[src/rtl/shiftreg_seq_ctrl.sv]
// Word-to-serial sequencer that owns the control pins of an N-bit SIPO shift register.
// Optional sr_q_i-vs-word self-check is built when SHIFTREG_SEQ_CHECK_EN is defined.
module shiftreg_seq_ctrl #(
  parameter int MSB = 8,
  parameter int GAP = 2
) (
  input  logic           clk_i,
  input  logic           rst_i,
  input  logic [MSB-1:0] word_i,
  input  logic           dir_i,
  input  logic           valid_i,
  output logic           ready_o,
  input  logic           abort_i,
  output logic           sr_en_o,
  output logic           sr_dir_o,
  output logic           sr_data_o,
  input  logic [MSB-1:0] sr_q_i,
  output logic [MSB-1:0] result_o,
  output logic           result_valid_o,
  output logic           busy_o,
  output logic           err_o
);

  localparam int CW = $clog2(MSB);
  localparam int GW = (GAP > 1) ? $clog2(GAP) : 1;
  localparam logic [CW-1:0] LAST_BIT = CW'(MSB - 1);
  localparam logic [GW-1:0] LAST_GAP = GW'((GAP > 0) ? GAP - 1 : 0);

  typedef enum logic [1:0] {
    S_IDLE,
    S_SHIFT,
    S_CAPTURE,
    S_GAP
  } state_t;

  state_t         state, state_d;
  logic [MSB-1:0] word_q, word_d;
  logic [CW-1:0]  cnt, cnt_d;
  logic [GW-1:0]  gap_cnt, gap_d;
  logic           sr_en_q, sr_en_d;
  logic           sr_dir_q, sr_dir_d;
  logic           sr_data_q, sr_data_d;
  logic [MSB-1:0] result_q, result_d;
  logic           result_valid_q, result_valid_d;

  // Bit sent on shift number idx: MSB-first for left shifts, LSB-first for right shifts.
  function automatic logic pick_bit(input logic [MSB-1:0] w, input logic d,
                                    input logic [CW-1:0] idx);
    pick_bit = d ? w[idx] : w[LAST_BIT - idx];
  endfunction

  assign ready_o        = (state == S_IDLE);
  assign busy_o         = (state != S_IDLE);
  assign sr_en_o        = sr_en_q;
  assign sr_dir_o       = sr_dir_q;
  assign sr_data_o      = sr_data_q;
  assign result_o       = result_q;
  assign result_valid_o = result_valid_q;

  // NOTE: non-blocking assignments here so every register samples pre-edge values.
  always_ff @(posedge clk_i or posedge rst_i) begin
    if (rst_i) begin
      state          <= S_IDLE;
      word_q         <= '0;
      cnt            <= '0;
      gap_cnt        <= '0;
      sr_en_q        <= 1'b0;
      sr_dir_q       <= 1'b0;
      sr_data_q      <= 1'b0;
      result_q       <= '0;
      result_valid_q <= 1'b0;
    end else begin
      state          <= state_d;
      word_q         <= word_d;
      cnt            <= cnt_d;
      gap_cnt        <= gap_d;
      sr_en_q        <= sr_en_d;
      sr_dir_q       <= sr_dir_d;
      sr_data_q      <= sr_data_d;
      result_q       <= result_d;
      result_valid_q <= result_valid_d;
    end
  end

  // NOTE: every signal gets a default before the case, so no branch can infer a latch.
  always_comb begin
    state_d        = state;
    word_d         = word_q;
    cnt_d          = cnt;
    gap_d          = gap_cnt;
    sr_en_d        = 1'b0;
    sr_dir_d       = sr_dir_q;
    sr_data_d      = sr_data_q;
    result_d       = result_q;
    result_valid_d = 1'b0;

    case (state)
      S_IDLE: begin
        // Abort is deliberately not looked at here: a word offered with abort is accepted.
        if (valid_i && ready_o) begin
          state_d   = S_SHIFT;
          word_d    = word_i;
          sr_dir_d  = dir_i;
          cnt_d     = '0;
          sr_en_d   = 1'b1;
          sr_data_d = pick_bit(word_i, dir_i, '0);
        end
      end
      S_SHIFT: begin
        if (abort_i) begin
          state_d = S_IDLE;
        end else if (cnt == LAST_BIT) begin
          state_d = S_CAPTURE;
        end else begin
          cnt_d     = cnt + 1'b1;
          sr_en_d   = 1'b1;
          sr_data_d = pick_bit(word_q, sr_dir_q, cnt + 1'b1);
        end
      end
      S_CAPTURE: begin
        if (abort_i) begin
          state_d = S_IDLE;
        end else begin
          result_d       = sr_q_i;
          result_valid_d = 1'b1;
          gap_d          = '0;
          state_d        = (GAP > 0) ? S_GAP : S_IDLE;
        end
      end
      S_GAP: begin
        if (gap_cnt == LAST_GAP) state_d = S_IDLE;
        else                     gap_d   = gap_cnt + 1'b1;
      end
      default: state_d = S_IDLE;
    endcase
  end

`ifdef SHIFTREG_SEQ_CHECK_EN
  logic err_q;

  // Sticky until reset; the result strobe still fires on a mismatch.
  always_ff @(posedge clk_i or posedge rst_i) begin
    if (rst_i)                                                  err_q <= 1'b0;
    else if (state == S_CAPTURE && !abort_i && sr_q_i != word_q) err_q <= 1'b1;
  end

  assign err_o = err_q;
`else
  assign err_o = 1'b0;
`endif

`ifndef SYNTHESIS
  a_single_strobe: assert property (@(posedge clk_i) disable iff (rst_i)
    result_valid_o |=> !result_valid_o);
  a_no_accept_while_shifting: assert property (@(posedge clk_i) disable iff (rst_i)
    sr_en_o |-> !ready_o);
  a_dir_stable: assert property (@(posedge clk_i) disable iff (rst_i)
    (busy_o && $past(busy_o)) |-> (sr_dir_o == $past(sr_dir_o)));
`endif

endmodule

[config.mk]
export PLATFORM = sky130hd
export DESIGN_NAME = shiftreg_seq_ctrl
export DESIGN_NICKNAME = d
export VERILOG_FILES = /design/src/rtl/shiftreg_seq_ctrl.sv
export SDC_FILE = /design/constraint.sdc
export NUM_CORES = 1
export LEC_CHECK = 0
export ABC_AREA = 0
export BUFFER_PORTS_ARGS = -buffer_cell sky130_fd_sc_hd__buf_2
export CORE_MARGIN = 5
export CORE_UTILIZATION = 30
export CTS_CLUSTER_DIAMETER = 40
export DETAILED_ROUTE_END_ITERATION = 6
export SYNTH_ARGS = -nofsm -noshare
export SYNTH_HDL_FRONTEND = slang
export SYNTH_SLANG_ARGS = --single-unit
[constraint.sdc]
create_clock -name clk_i -period 2.11 [get_ports clk_i]
set_input_delay 0.422 -clock clk_i [delete_from_list [all_inputs] [get_ports clk_i]]
set_output_delay 0.422 -clock clk_i [all_outputs]
set_load 0.02 [all_outputs]
* Word level (Yosys, flattened, before mapping)
Cells that the tools add are included.
Word-level totals: flip-flop bits (word level) 26, input port bits 21, output and inout bits 15, logic and storage cells 64
Cells by class: add/subtract/negate cells 3, order comparisons 2, equal/unequal tests 10, muxes and demuxes 29, bitwise operators 1, reduce and logical (&&, ||, !) cells 10
Operators by type and width (number):
- 2-to-1 mux 1 bit | 14
- 2-to-1 mux 2 bit | 5
- 2-to-1 mux 3 bit | 3
- less-than comparator 3 x 4 -> 1 bit (second input constant) | 2
- != test 2 bit (second input constant) | 4
- one-hot mux 2 bit (4 select lines) | 1
- binary-select mux 1 bit (select 3 bit) | 2
- one-hot mux 1 bit (2 select lines) | 3
- one-hot mux 3 bit (2 select lines) | 1
- AND reduction 2 bit | 3
- nonzero test 2 bit | 3
- equality test 2 bit (second input constant) | 2
- AND reduction 4 bit | 1
- adder 3 x 1 -> 3 bit (second input constant) | 1
- equality test 3 bit (second input constant) | 1
- != test 3 bit (second input constant) | 1
- AND reduction 3 bit | 1
- subtractor 3 bit (first input constant) | 1
- equality test 2 x 1 -> 1 bit (second input constant) | 1
- zero test 2 bit | 1
- != test 2 x 1 -> 1 bit (second input constant) | 1
- adder 1 bit (second input constant) | 1
- logical AND 1 bit | 1
- inverter 1 bit | 1

* Depth between registers and ports, before layout
word-level depth 8, gate-level depth with buffers 6, mapped depth without buffers 6

* Worst setup path after synthesis
No wires, ideal clock.
path kind reg-to-reg, start register cnt[0], end register sr_data_q (netlist: sr_data_o), setup time 151 ps, data arrival time 1699 ps, required time 1959 ps, path slack 260 ps, stages on the path, launching flop included 6, buffers on the path 0, period minus slack after synthesis 1850 ps, cell sequence dfrtp_1 > ha_1 > ha_1 > mux4_1 > o211ai_1 > a32oi_1
Between the ends: cells in the longest elaborated chain, start to end 8, elaborated cells on any way between the ends 13, those cells by class add/sub: 2; eq/ne: 2; mux: 8; reduce/logical: 1
Ends and longest elaborated chain:
- start, declared | RTL line 38 | logic [CW-1:0] cnt, cnt_d;
- start signal, assigned | RTL line 75 | cnt <= cnt_d;
- adder 3 x 1 -> 3 bit | RTL line 117 | sr_data_d = pick_bit(word_q, sr_dir_q, cnt + 1'b1);
- subtractor 3 bit | RTL line 49 | pick_bit = d ? w[idx] : w[LAST_BIT - idx];
- binary-select mux 1 bit (select 3 bit) | RTL line 49
- 2-to-1 mux 1 bit (not written as such) | RTL line 49
- 2-to-1 mux 1 bit | RTL line 49
- 2-to-1 mux 1 bit | RTL line 112 | end else if (cnt == LAST_BIT) begin
- 2-to-1 mux 1 bit | RTL line 110 | if (abort_i) begin
- one-hot mux 1 bit (2 select lines) | RTL line 97 | case (state)
- end signal, assigned | RTL line 79 | sr_data_q <= sr_data_d;
- end, declared | RTL line 42 | logic sr_data_q, sr_data_d;
Parallel ways exist; a longest one is shown, timed or not. The select of a mux whose other input is x is not followed. A chain may end at the register's enable or synchronous reset.

* Worst setup path in the final report
Ends and elaborated chain as after synthesis.

==> results.toml <==
[cts]
insertion_delay_ns = 0.27
cts_buffers = 3
cts_hold_buf = 0
cts_resized = 0
clockBufferDepth = 2
clkSinkCount = 26
cts_setup_buffers = 0
clk_pin_slew_ns = 0.09
clockRootBuffer = "clkbuf_8"
cts-htree-levels = 1
cts_tree = "done"

[setup_path]
crit_path_start_kind = "flip-flop"
cp-end-kind = "flip-flop"
crit_required_ns = 2.23
crit_top_cell = "ha_1"
crit_slowest_cell = "mux4_1"
cp_top_family = "adder cells"
worst_path_largest_cell_delay_ns = 0.56
cp_num_buf_inv = 0
worstPathCellList = "ha_1 > ha_1 > mux4_1 > o211ai_1 > a32oi_1"
worstPathArrival_ns = 2.06
critPathMaxFanout = 5
criticalPathCategory = "flip-flop to flip-flop"

[die]
start_util_pct = 30.72
die_w_um = 73.77
core_area_um2 = 3971
io_pins = 36
fp-row-count = 23
die_h_um = 73.77
die-area_um2 = 5442

[placement]
dpl.hpwl_mm = 1.830
pre_cts_slack_ns = 0.1681
place_congestion = 0.7632
dpl_cell_area_um2 = 1436
portBuffers = 34

[pwr]
powerDensity_nw_per_um2 = 1079
p_leak_nw = 0.7559
finalPower_mw = 1.627
vdd_ir_drop_max_mv = 0.4217

[timing]
fin_crit_sh_pct = 92.05
hold_viol = 0
skew_ns = 0.002624
fmax_mhz = 514.9
setup_violations = 0
rsz0062_at_grt = "no"
relSlewSlack_pct = 61.13
fin_ws_ns = 0.1678
finalMaxSlewViolations = 0
period_needed_ns = 1.942
worstMarginPinSlew_ns = 0.5818
setup_total_negative_slack_ns = 0

[global_route]
antenna_found_initial = 0
grt_pass1_vias = 906
grt_use_total_pct = 9.461
grt_pass1_wl_mm = 4.064
grt_use_met1_pct = 12.01
overflow = 0
grtUsageMet2_pct = 15.85
top_usage_layer = "met2"
grt_max_degree = 27
grt_use_met3_pct = 2.189

[finish]
antenna_cells = 0
final_area_um2 = 1508
fillers = 407
drive_gt1_share_pct = 48.82
nets = 151
area_delta_synth_final_pct = 23.59
fin_util_pct = 37.96

[detailed_routing]
dr.pass1.iters = 4
wirelength_mm = 2.343
postRouteAntennaNets = 0
drc = 0
drtIter0Drc = 22
viasPerCell = 4.638
num_vias = 821
post_drt_wl_per_cell_um = 13.24

[yosys]
yosysWarnings = 0
synth_area_leaders = "dfrtp_1, mux2_2, mux4_1"
syn_nets = 114
synth_top_area_share_pct = 53.33
syn-mean-instance-area_um2 = 13.41
yosysSeqAreaShare_pct = 53.33
post-synth-top-area-cell = "dfrtp_1"
synth_seq_cells = 26
synth.distinct_cells = 28
netlist_instances = 91
synth_area_um2 = 1220

[worst_hold_path]
hp-class = "input port to async pin"

[run]
cap_violations = 0

[outcome]
outcome = "finished clean"
cell families (layout without fill, tap and decap cells):
logic type | count (synthesis) | after routing | synth area share [%]
other | 1 | 1 | 0.3074
DFF | 26 | 26 | 53.33
buffers and inverters | 8 | 44 | 3.794
adders and majority gates | 2 | 2 | 2.051
muxes | 25 | 25 | 26.46
and+or+nand+nor | 20 | 20 | 8.719
AOI/OAI and AO/OA | 9 | 9 | 5.334
metal layers:
layer / routed length (um) / share of wire [%] / vias to the layer above
li1: - / - / 394
met1: 1019 / 43 / 407
met2: 1211 / 52 / 18
met3: 98 / 4.2 / 2
met4: 14 / 0.60 / 0
met5: 0 / 0 / -
stage by stage:
| stage | hold WS (ns) | cells |
|---|---|---|
| after floorplan | 0.4538 | 91 |
| after global placement | 0.4728 | 173 |
| after detailed placement | 0.4903 | 173 |
| after CTS | 0.2031 | 177 |
| after global routing | 0.2200 | 177 |
| final | 0.1907 | 177 |
cell usage in the layout (no fill, tap or decap):
cell       synthesis  routed
or2_2              1       1
buf_4              2       2
clkbuf_8           0       3
nor2_1             1       1
dfrtp_1           26      26
ha_1               2       2
mux2_2            19      19
a32oi_1            1       1
o211ai_1           1       1
nand3_2            1       1
inv_1              4       4
nand2_1            9       9
a22o_1             1       1
nor2_2             1       1
o41ai_1            1       1
mux2i_1            3       3
nor2b_1            2       2
a311oi_1           1       1
bufinv_16          0       1
mux4_1             3       3
nand2b_1           2       2
a21oi_1            1       1
nand3b_1           1       1
and2_1             1       1
conb_1             1       1
buf_2              1      34
o21ai_0            2       2
nor3b_1            1       1
o21bai_1           1       1
where the power goes:
group	switching [mW]	internal [mW]	total [mW]	leakage (nW)
clock	0.149	0.254	0.403	0.0357
combinational	0.259	0.273	0.532	0.388
sequential	0.0798	0.612	0.692	0.333
cells in the mapped netlist:
cell and number:
or2_2 1, nand2b_1 2, o21ai_0 2, inv_1 4
ha_1 2, o41ai_1 1, a311oi_1 1, mux2i_1 3
a22o_1 1, dfrtp_1 26, nand3b_1 1, buf_6 1
and2_1 1, o21bai_1 1, a32oi_1 1, mux2_2 19
nor2_2 1, nor2_1 1, a21oi_1 1, buf_4 2
nor2b_1 2, nand3_2 1, conb_1 1, nor3b_1 1
nand2_1 9, buf_2 1, o211ai_1 1, mux4_1 3
state kept, by name, summed over array words and instances (netlist names):
name / count
result_valid_o: 1
cnt: 3
gap_cnt: 1
word_q: 8
result_o: 8
sr_en_o: 1
sr_dir_o: 1
state: 2
sr_data_o: 1
tightest hold or removal path: stages:
cell   delay, ns
buf_2       0.10
inv_1       0.04
buf_4       0.30
final timing paths:
| kind | startpoint | to | cells after the start | slack, ns |
|---|---|---|---|---|
| worst max-delay path | cnt[0] | sr_data_o | 5 | 0.17 |
| worst min-delay path | rst_i | result_o[0] | 3 | 0.19 |
| worst max register to register | cnt[0] | sr_data_o | 5 | 0.17 |
| worst min register to register | result_o[6] | result_o[6] | 1 | 0.51 |
| max in group asynchronous | rst_i | word_q[2] | 3 | 1.67 |
| min in group clk_i | sr_q_i[4] | result_o[4] | 2 | 0.38 |
layout make-up:
cell class | count | area (um^2) | area share, %
clock buffer | 3 | 41.29 | 2.739
timing repair buffer | 36 | 185.2 | 12.28
tap | 50 | 62.56 | 4.149
inverter | 4 | 15.01 | 0.9958
sequential | 26 | 650.6 | 43.15
clock inverter | 1 | 30.03 | 1.992
multi-input combinational | 57 | 523.0 | 34.69
(Power assumes the default switching activity.)
